`config.mk`:
```
export PLATFORM = sky130hd
export DESIGN_NAME = control_unit
export DESIGN_NICKNAME = d
export VERILOG_FILES = /design/src/rtl/control_unit.sv
export SDC_FILE = /design/constraint.sdc
export NUM_CORES = 1
export LEC_CHECK = 0
export BUFFER_PORTS_ARGS = -buffer_cell sky130_fd_sc_hd__buf_2
export CORE_MARGIN = 1.5
export CORE_UTILIZATION = 47
export CTS_CLUSTER_DIAMETER = 30
export CTS_CLUSTER_SIZE = 16
export DETAILED_ROUTE_END_ITERATION = 16
export PLACE_DENSITY = 0.84
export SYNTH_ARGS = -nofsm -noshare
export SYNTH_HDL_FRONTEND = slang
export SYNTH_SLANG_ARGS = --single-unit
```
`constraint.sdc`:
```
create_clock -name clk -period 1.99 [get_ports clk]
set_input_delay 0.2985 -clock clk [delete_from_list [all_inputs] [get_ports clk]]
set_output_delay 0.2985 -clock clk [all_outputs]
set_load 0.005 [all_outputs]
```
`src/rtl/control_unit.sv`:
```
// control_unit: multicycle fetch/decode/execute sequencer driving the RV-subset datapath strobes.
// Optional cycle/instruction counters are compiled in when UC_PERF_COUNTERS_EN is defined.
module control_unit #(
  parameter logic [2:0] NO_BRANCH_SEL = 3'b010
) (
  input  logic       clk,
  input  logic       reset,
  input  logic       run,
  input  logic [6:0] opcode,
  input  logic [2:0] funct3,
  input  logic       funct7_5,
  output logic       IR_load,
  output logic       PC_load,
  output logic       WE_reg,
  output logic       WE_mem,
  output logic [1:0] OP_MEM_I,
  output logic       ADD_SUB,
  output logic [2:0] select_flags,
  output logic       JAL,
  output logic       JALR,
  output logic       AUIPC,
  output logic       instr_done,
  output logic       illegal
`ifdef UC_PERF_COUNTERS_EN
  ,
  output logic [31:0] cycle_count,
  output logic [31:0] instr_count
`endif
);

  localparam logic [6:0] OP_R      = 7'b0110011;
  localparam logic [6:0] OP_IMM    = 7'b0010011;
  localparam logic [6:0] OP_LOAD   = 7'b0000011;
  localparam logic [6:0] OP_STORE  = 7'b0100011;
  localparam logic [6:0] OP_BRANCH = 7'b1100011;
  localparam logic [6:0] OP_JAL    = 7'b1101111;
  localparam logic [6:0] OP_JALR   = 7'b1100111;
  localparam logic [6:0] OP_AUIPC  = 7'b0010111;

  typedef enum logic [2:0] {
    S_IDLE, S_FETCH, S_DECODE, S_EXEC, S_MEM, S_WB, S_TRAP
  } state_t;

  state_t     state_reg, state_next, done_state;
  logic [6:0] op_reg, op_next;
  logic [2:0] f3_reg, f3_next;
  logic       f7_reg, f7_next;

  logic       ir_load_next, pc_load_next, we_reg_next, we_mem_next;
  logic [1:0] op_mem_i_next;
  logic       add_sub_next;
  logic [2:0] select_flags_next;
  logic       jal_next, jalr_next, auipc_next, instr_done_next, illegal_next;

  function automatic logic is_legal(input logic [6:0] op);
    case (op)
      OP_R, OP_IMM, OP_LOAD, OP_STORE, OP_BRANCH, OP_JAL, OP_JALR, OP_AUIPC: is_legal = 1'b1;
      default: is_legal = 1'b0;
    endcase
  endfunction

  assign done_state = run ? S_FETCH : S_IDLE;

  always_comb begin
    state_next = state_reg;
    op_next    = op_reg;
    f3_next    = f3_reg;
    f7_next    = f7_reg;
    case (state_reg)
      S_IDLE:   if (run) state_next = S_FETCH;
      S_FETCH:  state_next = S_DECODE;
      S_DECODE: begin
        op_next    = opcode;
        f3_next    = funct3;
        f7_next    = funct7_5;
        state_next = is_legal(opcode) ? S_EXEC : S_TRAP;
      end
      S_EXEC: begin
        case (op_reg)
          OP_BRANCH:         state_next = done_state;
          OP_LOAD, OP_STORE: state_next = S_MEM;
          default:           state_next = S_WB;
        endcase
      end
      S_MEM:    state_next = (op_reg == OP_LOAD) ? S_WB : done_state;
      S_WB:     state_next = done_state;
      S_TRAP:   state_next = S_TRAP;
      default:  state_next = S_IDLE;
    endcase
  end

  // Outputs are decoded for the state being entered so they register in lock-step with it.
  always_comb begin
    ir_load_next      = 1'b0;
    pc_load_next      = 1'b0;
    we_reg_next       = 1'b0;
    we_mem_next       = 1'b0;
    op_mem_i_next     = 2'd0;
    add_sub_next      = 1'b0;
    select_flags_next = NO_BRANCH_SEL;
    jal_next          = 1'b0;
    jalr_next         = 1'b0;
    auipc_next        = 1'b0;
    instr_done_next   = 1'b0;
    illegal_next      = 1'b0;
    case (state_next)
      S_FETCH: ir_load_next = 1'b1;
      S_EXEC: begin
        case (op_next)
          OP_R:              add_sub_next  = f7_next;
          OP_IMM:            op_mem_i_next = 2'd2;
          OP_LOAD, OP_STORE: op_mem_i_next = 2'd1;
          OP_BRANCH: begin
            add_sub_next      = 1'b1;
            select_flags_next = f3_next;
            pc_load_next      = 1'b1;
            instr_done_next   = 1'b1;
          end
          OP_JAL:   begin op_mem_i_next = 2'd3; jal_next   = 1'b1; end
          OP_JALR:  begin op_mem_i_next = 2'd3; jalr_next  = 1'b1; end
          OP_AUIPC: begin op_mem_i_next = 2'd3; auipc_next = 1'b1; end
          default: ;
        endcase
      end
      S_MEM: begin
        op_mem_i_next = 2'd1;
        if (op_next == OP_STORE) begin
          we_mem_next     = 1'b1;
          pc_load_next    = 1'b1;
          instr_done_next = 1'b1;
        end
      end
      S_WB: begin
        we_reg_next     = 1'b1;
        pc_load_next    = 1'b1;
        instr_done_next = 1'b1;
        case (op_next)
          OP_R:     add_sub_next  = f7_next;
          OP_IMM:   op_mem_i_next = 2'd2;
          OP_LOAD:  op_mem_i_next = 2'd1;
          OP_JAL:   begin op_mem_i_next = 2'd3; jal_next   = 1'b1; end
          OP_JALR:  begin op_mem_i_next = 2'd3; jalr_next  = 1'b1; end
          OP_AUIPC: begin op_mem_i_next = 2'd3; auipc_next = 1'b1; end
          default: ;
        endcase
      end
      S_TRAP:  illegal_next = 1'b1;
      default: ;
    endcase
  end

  always_ff @(posedge clk or negedge reset) begin
    if (!reset) begin
      state_reg    <= S_IDLE;
      op_reg       <= '0;
      f3_reg       <= '0;
      f7_reg       <= 1'b0;
      IR_load      <= 1'b0;
      PC_load      <= 1'b0;
      WE_reg       <= 1'b0;
      WE_mem       <= 1'b0;
      OP_MEM_I     <= 2'd0;
      ADD_SUB      <= 1'b0;
      select_flags <= NO_BRANCH_SEL;
      JAL          <= 1'b0;
      JALR         <= 1'b0;
      AUIPC        <= 1'b0;
      instr_done   <= 1'b0;
      illegal      <= 1'b0;
    end else begin
      state_reg    <= state_next;
      op_reg       <= op_next;
      f3_reg       <= f3_next;
      f7_reg       <= f7_next;
      IR_load      <= ir_load_next;
      PC_load      <= pc_load_next;
      WE_reg       <= we_reg_next;
      WE_mem       <= we_mem_next;
      OP_MEM_I     <= op_mem_i_next;
      ADD_SUB      <= add_sub_next;
      select_flags <= select_flags_next;
      JAL          <= jal_next;
      JALR         <= jalr_next;
      AUIPC        <= auipc_next;
      instr_done   <= instr_done_next;
      illegal      <= illegal_next;
    end
  end

`ifdef UC_PERF_COUNTERS_EN
  always_ff @(posedge clk or negedge reset) begin
    if (!reset) begin
      cycle_count <= '0;
      instr_count <= '0;
    end else begin
      if (state_reg != S_IDLE && state_reg != S_TRAP) cycle_count <= cycle_count + 32'd1;
      if (instr_done) instr_count <= instr_count + 32'd1;
    end
  end
`endif

endmodule

```
==> flow_metrics.py, run 1 <==
metrics = {
    "floorplanning": {
        "coreArea_sq_um": 2540,
        "die_x_um": 55.6,
        "start_util_pct": 51.0,
        "dieArea_sq_um": 3090,
        "dieHeight_um": 55.6,
        "io_pins": 29,
        "placementRows": 18,
    },
    "detailed_routing": {
        "routed_wl_um": 2730,
        "drc": 0,
        "wire_per_inst_um": 13.9,
        "detail-route-antenna-nets": 0,
        "drtIter0Drc": 29,
        "drt-pass1-iter-count": 6,
        "via_per_inst": 5.65,
        "via_count": 1107,
    },
    "logic_synthesis": {
        "synth_area_leaders": "dfrtp_1 (52%), nand2_1 (9.5%), nor2_1 (3.2%), dfstp_2 (2.0%), nor2b_1 (1.9%)",
        "synth_edf_count": 0,
        "yosys.cell_count.top_type": "nand2_1",
        "ys_types": 42,
        "ys_seq_area_share_pct": 54.0,
        "yosysWarnings": 0,
        "synth_ff_type": "dfrtp_1",
        "syn_area_sq_um": 1300,
        "synth_seq_cells": 28,
        "synthTopCellsByCount": "nand2_1 (33), dfrtp_1 (27), nor2_1 (11), nor3_1 (5)",
        "synth_area_per_cell_sq_um": 9.77,
        "yosys.area.top_type": "dfrtp_1",
        "synthArstFlopShare_pct": 100,
        "syn_inst": 133,
        "synth_top_area_share_pct": 52.0,
        "synth_nets": 147,
    },
    "cts": {
        "cts_buffers": 3,
        "numClockSinks": 28,
        "cts_setup_buffers": 0,
        "cts_tree": "built",
        "cts_root_buffer": "clkbuf_4",
        "clkLatencyLatePin_ns": 0.33,
        "path_clk_slew_ns": 0.14,
        "h-tree-depth": 1,
        "clk_path_buf_depth": 2,
    },
    "grt": {
        "top_usage_layer": "met2",
        "grtUsageMet2_pct": 29.1,
        "first_global_vias": 1081,
        "grt.met1_usage_pct": 27.9,
        "grt_max_degree": 29,
        "grt_pass1_wl_um": 4860,
        "track_usage_pct": 19.8,
        "grt_use_met3_pct": 4.92,
        "antenna_found_initial": 0,
        "grt_overflow": 0,
    },
    "run_status": {
        "outcome": "finished, final reports clean",
    },
    "timing": {
        "timing.fmax_mhz": 524,
        "min_period_over_period_pct": 96.0,
        "worst_slew_pin_slew_ns": 0.597,
        "period_needed_ns": 1.91,
        "timing.hold.ws_ns": 0.168,
        "finalSetupViolations": 0,
        "fin_setup_tns_ns": 0,
        "rsz0062_at_grt": "false",
        "relSlewSlack_pct": 60.2,
        "final_max_slew_viol_count": 0,
        "finalHoldViolations": 0,
        "skew_ns": 0.00925,
    },
    "setup_path": {
        "rr_worst_depth": 4,
        "path_class": "reg2reg",
        "startpoint_type": "flop",
        "path_max_fanout": 5,
        "timing.rr.end": "select_flags[1]",
        "critPathRequiredTime_ns": 2.27,
        "arrival_ns": 2.19,
        "critPathCaptureType": "flop",
        "reg2reg_from": "state_reg[1]",
        "r2r_setup_slack_ns": 0.08,
    },
    "cells_and_area": {
        "stdcell_area_sq_um": 1560,
        "fillers": 225,
        "regArea_sq_um": 702,
        "drive_gt1_share_pct": 27.1,
        "n_antenna_cell": 0,
        "fin_cells": 196,
        "nNetsFinal": 181,
        "largest_reg_flops": 7,
        "multiInputGateArea_sq_um": 573,
        "syn_to_final_growth_pct": 20.1,
    },
    "placement": {
        "port_buffers": 28,
        "dpl.hpwl_um": 2030,
        "placed_cells": 191,
        "place_area_sq_um": 1490,
        "place.gp.congestion": 0.903,
    },
    "power_and_ir_drop": {
        "pwr_density_cell_nw_per_um2": 1270,
        "ir_drop_uv": 865,
        "p_leak_nw": 0.769,
    },
    "hold_path": {
        "holdPathStages": 3,
        "min_path_type": "in2reg",
        "holdPathEnd": "f3_reg[0]",
        "min_from": "funct3[0]",
    },
    "run": {
        "maxCapViolCount": 0,
    },
}
==> critical path: stages, from the launching register on <==
cell	delay, ns
dfrtp_1	0.42
or3b_1	0.42
nor4_4	0.33
or3b_4	0.46
or2_1	0.24
==> timing repair <==
| action | CTS | global route |
|---|---|---|
| hold endpoints to repair | 27 | 0 |
| resized for setup | 0 | 2 |
| hold buffers | 1 | 0 |
| endpoints found under the setup margin | 0 | 1 |
==> where the power goes <==
group          internal, W  switching [W]  leakage (nW)
logic             0.000318       0.000438         0.380
registers         0.000744       0.000120         0.361
clock network     0.000204       0.000158        0.0279
==> cells in the final DEF (no fill, tap or decap), types with 2 or more instances in the layout <==
cell type / count
nand4bb_1: 2
buf_4: 4
a21oi_1: 4
nand2b_1: 2
nor4_1: 3
a211oi_1: 2
nand2_1: 33
nor2b_1: 4
buf_2: 28
inv_1: 4
nor3_1: 4
dfrtp_1: 27
nor2_1: 11
clkbuf_4: 3
o21ai_1: 4
mux2_2: 2
==> layout make-up <==
class	instances	area share, %
clock inverters	1	1.92
well taps	30	2.41
clock buffers	3	1.44
multi-input cells	97	36.7
repair buffers	33	11.5
inverters	4	0.962
flip-flops and latches	28	45.0
==> per-layer routing <==
| layer | wire, um | up-vias |
|---|---|---|
| met5 | 0 | - |
| met4 | 47 | 0 |
| met3 | 215 | 6 |
| met2 | 1240 | 53 |
| met1 | 1230 | 511 |
| li1 | - | 537 |
==> how the worst max path moves through the flow <==
stage	from	endpoint	depth (start not counted)
floorplan	state_reg[0]	select_flags[1]	5
global placement	state_reg[0]	select_flags[1]	4
detailed placement	state_reg[1]	select_flags[1]	4
CTS	state_reg[1]	select_flags[1]	4
global route	state_reg[1]	select_flags[1]	4
finish	state_reg[1]	select_flags[1]	4
==> metrics by stage <==
stage	utilization [%]	setup WS, ns	total power (W)
detailed placement	58.4	0.0802	0.00161
floorplan	-	0.0789	0.00137
finish	61.3	0.0802	0.00198
global route	61.3	0.00612	0.00215
global placement	58.4	0.146	0.00159
CTS	60.9	0.0757	0.00198
==> logic make-up after synthesis <==
| logic type | synth area share [%] |
|---|---|
| and+or+nand+nor | 29.3 |
| buffers and inverters | 2.70 |
| AOI/OAI and AO/OA | 12.2 |
| muxes | 1.73 |
| DFF | 54.0 |
No activity file was read; power rests on OpenSTA's default activity.
==> run 2: changes to the inputs <==
Settings changed: CORE_UTILIZATION 47 to 35, PLACE_DENSITY 0.84 to 0.68.
==> run 2 against run 1 <==
Effect of this change:
- clock power rose by 23%
- total power rose by 5.7%
- first-iteration DRC count is 17% higher
- global-route usage shrank 4.4 points
- worst setup slack improved by 0.057 ns
- via count shrank 1.1%
- sequential share of layout area shrank 0.92 points
- non-clock buffer count increased by 1
- die area is 32% higher
- sequential power about the same
- largest power group unchanged
==> flow_metrics.py, run 2 (synthesis results as in run 1) <==
metrics = {
    "setup_path": {
        "path_max_fanout": 5,
        "path_class": "reg2reg",
        "r2r_setup_slack_ns": 0.14,
        "critPathRequiredTime_ns": 2.20,
        "arrival_ns": 2.06,
        "startpoint_type": "flop",
        "critPathCaptureType": "flop",
    },
    "cells_and_area": {
        "nNetsFinal": 182,
        "final_common_cell": "nand2_1",
        "stdcell_area_sq_um": 1590,
        "fillers": 347,
        "largest_reg_flops": 7,
        "multiInputGateArea_sq_um": 562,
        "n_antenna_cell": 0,
        "layout_common_cells": "nand2_1 (33), buf_2 (28), dfrtp_1 (27), nor2_1 (11), buf_4 (6)",
        "drive_gt1_share_pct": 26.9,
        "syn_to_final_growth_pct": 22.6,
        "regArea_sq_um": 702,
    },
    "timing": {
        "fin_setup_tns_ns": 0,
        "timing.fmax_mhz": 540,
        "relSlewSlack_pct": 60.2,
        "final_max_slew_viol_count": 0,
        "min_period_over_period_pct": 93.1,
        "worst_slew_pin_slew_ns": 0.597,
        "finalSetupViolations": 0,
        "period_needed_ns": 1.85,
        "skew_ns": 0.00869,
        "rsz0062_at_grt": "false",
        "finalHoldViolations": 0,
    },
    "grt": {
        "grt_max_degree": 29,
        "grt_pass1_wl_um": 4920,
        "grt_overflow": 0,
        "track_usage_pct": 15.4,
        "first_global_vias": 1076,
        "antenna_found_initial": 0,
    },
    "detailed_routing": {
        "wire_per_inst_um": 13.8,
        "drtIter0Drc": 34,
        "via_per_inst": 5.14,
        "via_count": 1095,
        "drt-pass1-iter-count": 4,
        "drc": 0,
        "routed_wl_um": 2930,
        "detail-route-antenna-nets": 0,
    },
    "cts": {
        "cts_buffers": 3,
        "cts_root_buffer": "clkbuf_8",
        "ctsResizeCount": 0,
        "path_clk_slew_ns": 0.10,
        "numClockSinks": 28,
        "clkLatencyLatePin_ns": 0.28,
        "h-tree-depth": 1,
        "clk_path_buf_depth": 2,
        "cts_hold_buf": 0,
        "cts_tree": "built",
        "cts_setup_buffers": 0,
    },
    "hold_path": {
        "min_path_type": "in2async",
    },
    "floorplanning": {
        "io_pins": 29,
        "start_util_pct": 37.7,
        "dieArea_sq_um": 4090,
        "placementRows": 21,
        "dieHeight_um": 63.9,
        "die_x_um": 63.9,
        "coreArea_sq_um": 3440,
    },
    "run_status": {
        "outcome": "finished, final reports clean",
    },
    "placement": {
        "place_area_sq_um": 1520,
        "place.gp.congestion": 0.901,
        "dpl.hpwl_um": 2270,
        "port_buffers": 28,
    },
    "run": {
        "maxCapViolCount": 0,
    },
    "power_and_ir_drop": {
        "ir_drop_uv": 832,
        "p_leak_nw": 0.782,
        "pwr_density_cell_nw_per_um2": 1310,
    },
}
-- run 2: worst paths after layout --
| kind | startpoint | end | cells after the start |
|---|---|---|---|
| worst max-delay path | state_reg[1] | select_flags[1] | 4 |
| worst max register to register | state_reg[1] | select_flags[1] | 4 |
| worst min register to register | f3_reg[1] | f3_reg[1] | 2 |
| min in group clk | funct3[1] | f3_reg[1] | 3 |
| worst min-delay path | reset | select_flags[0] | 1 |
| max in group asynchronous | reset | f3_reg[0] | 1 |
-- run 2: power breakdown --
group          leakage [nW]  switching (W)  total [W]  internal (W)
combinational         0.385       0.000460   0.000785      0.000325
clock                0.0357       0.000175   0.000445      0.000269
sequential            0.361       0.000119   0.000864      0.000745
-- run 2: cell type report --
cell class | instances | share of cell area (%)
Sequential cell | 28 | 44.1
Tap cell | 46 | 3.61
Multi-Input combinational cell | 97 | 35.3
Clock inverter | 1 | 1.89
Clock buffer | 3 | 2.59
Inverter | 4 | 0.943
Timing Repair Buffer | 34 | 11.6
-- run 2: worst max-delay path, stage by stage (launching register included) --
cell and delay [ns]:
dfrtp_1 0.42, or3b_1 0.43, nor4_4 0.26, or3b_4 0.45, or2_1 0.24
-- run 2: metrics by stage --
step | instances | util (%) | total power, W | hold slack (ns) | setup WS [ns]
final | 213 | 46.3 | 0.00209 | 0.0146 | 0.137
after global routing | 213 | 46.3 | 0.00224 | 0.0597 | 0.0378
after CTS | 213 | 46.3 | 0.00211 | 0.0284 | 0.131
after detailed placement | 209 | 44.2 | 0.00165 | 0.337 | 0.151
after global placement | 209 | 44.2 | 0.00163 | 0.328 | 0.209
after floorplan | 133 | - | 0.00137 | 0.00291 | 0.0789
-- run 2: layer usage --
layer  wire length (um)  vias to the layer above  track usage [%]
met4                 20                        0             3.26
met1               1390                      527             20.6
met2               1360                       35             25.9
met3                162                        2             3.17
met5                  0                        -                0
li1                   -                      531                -
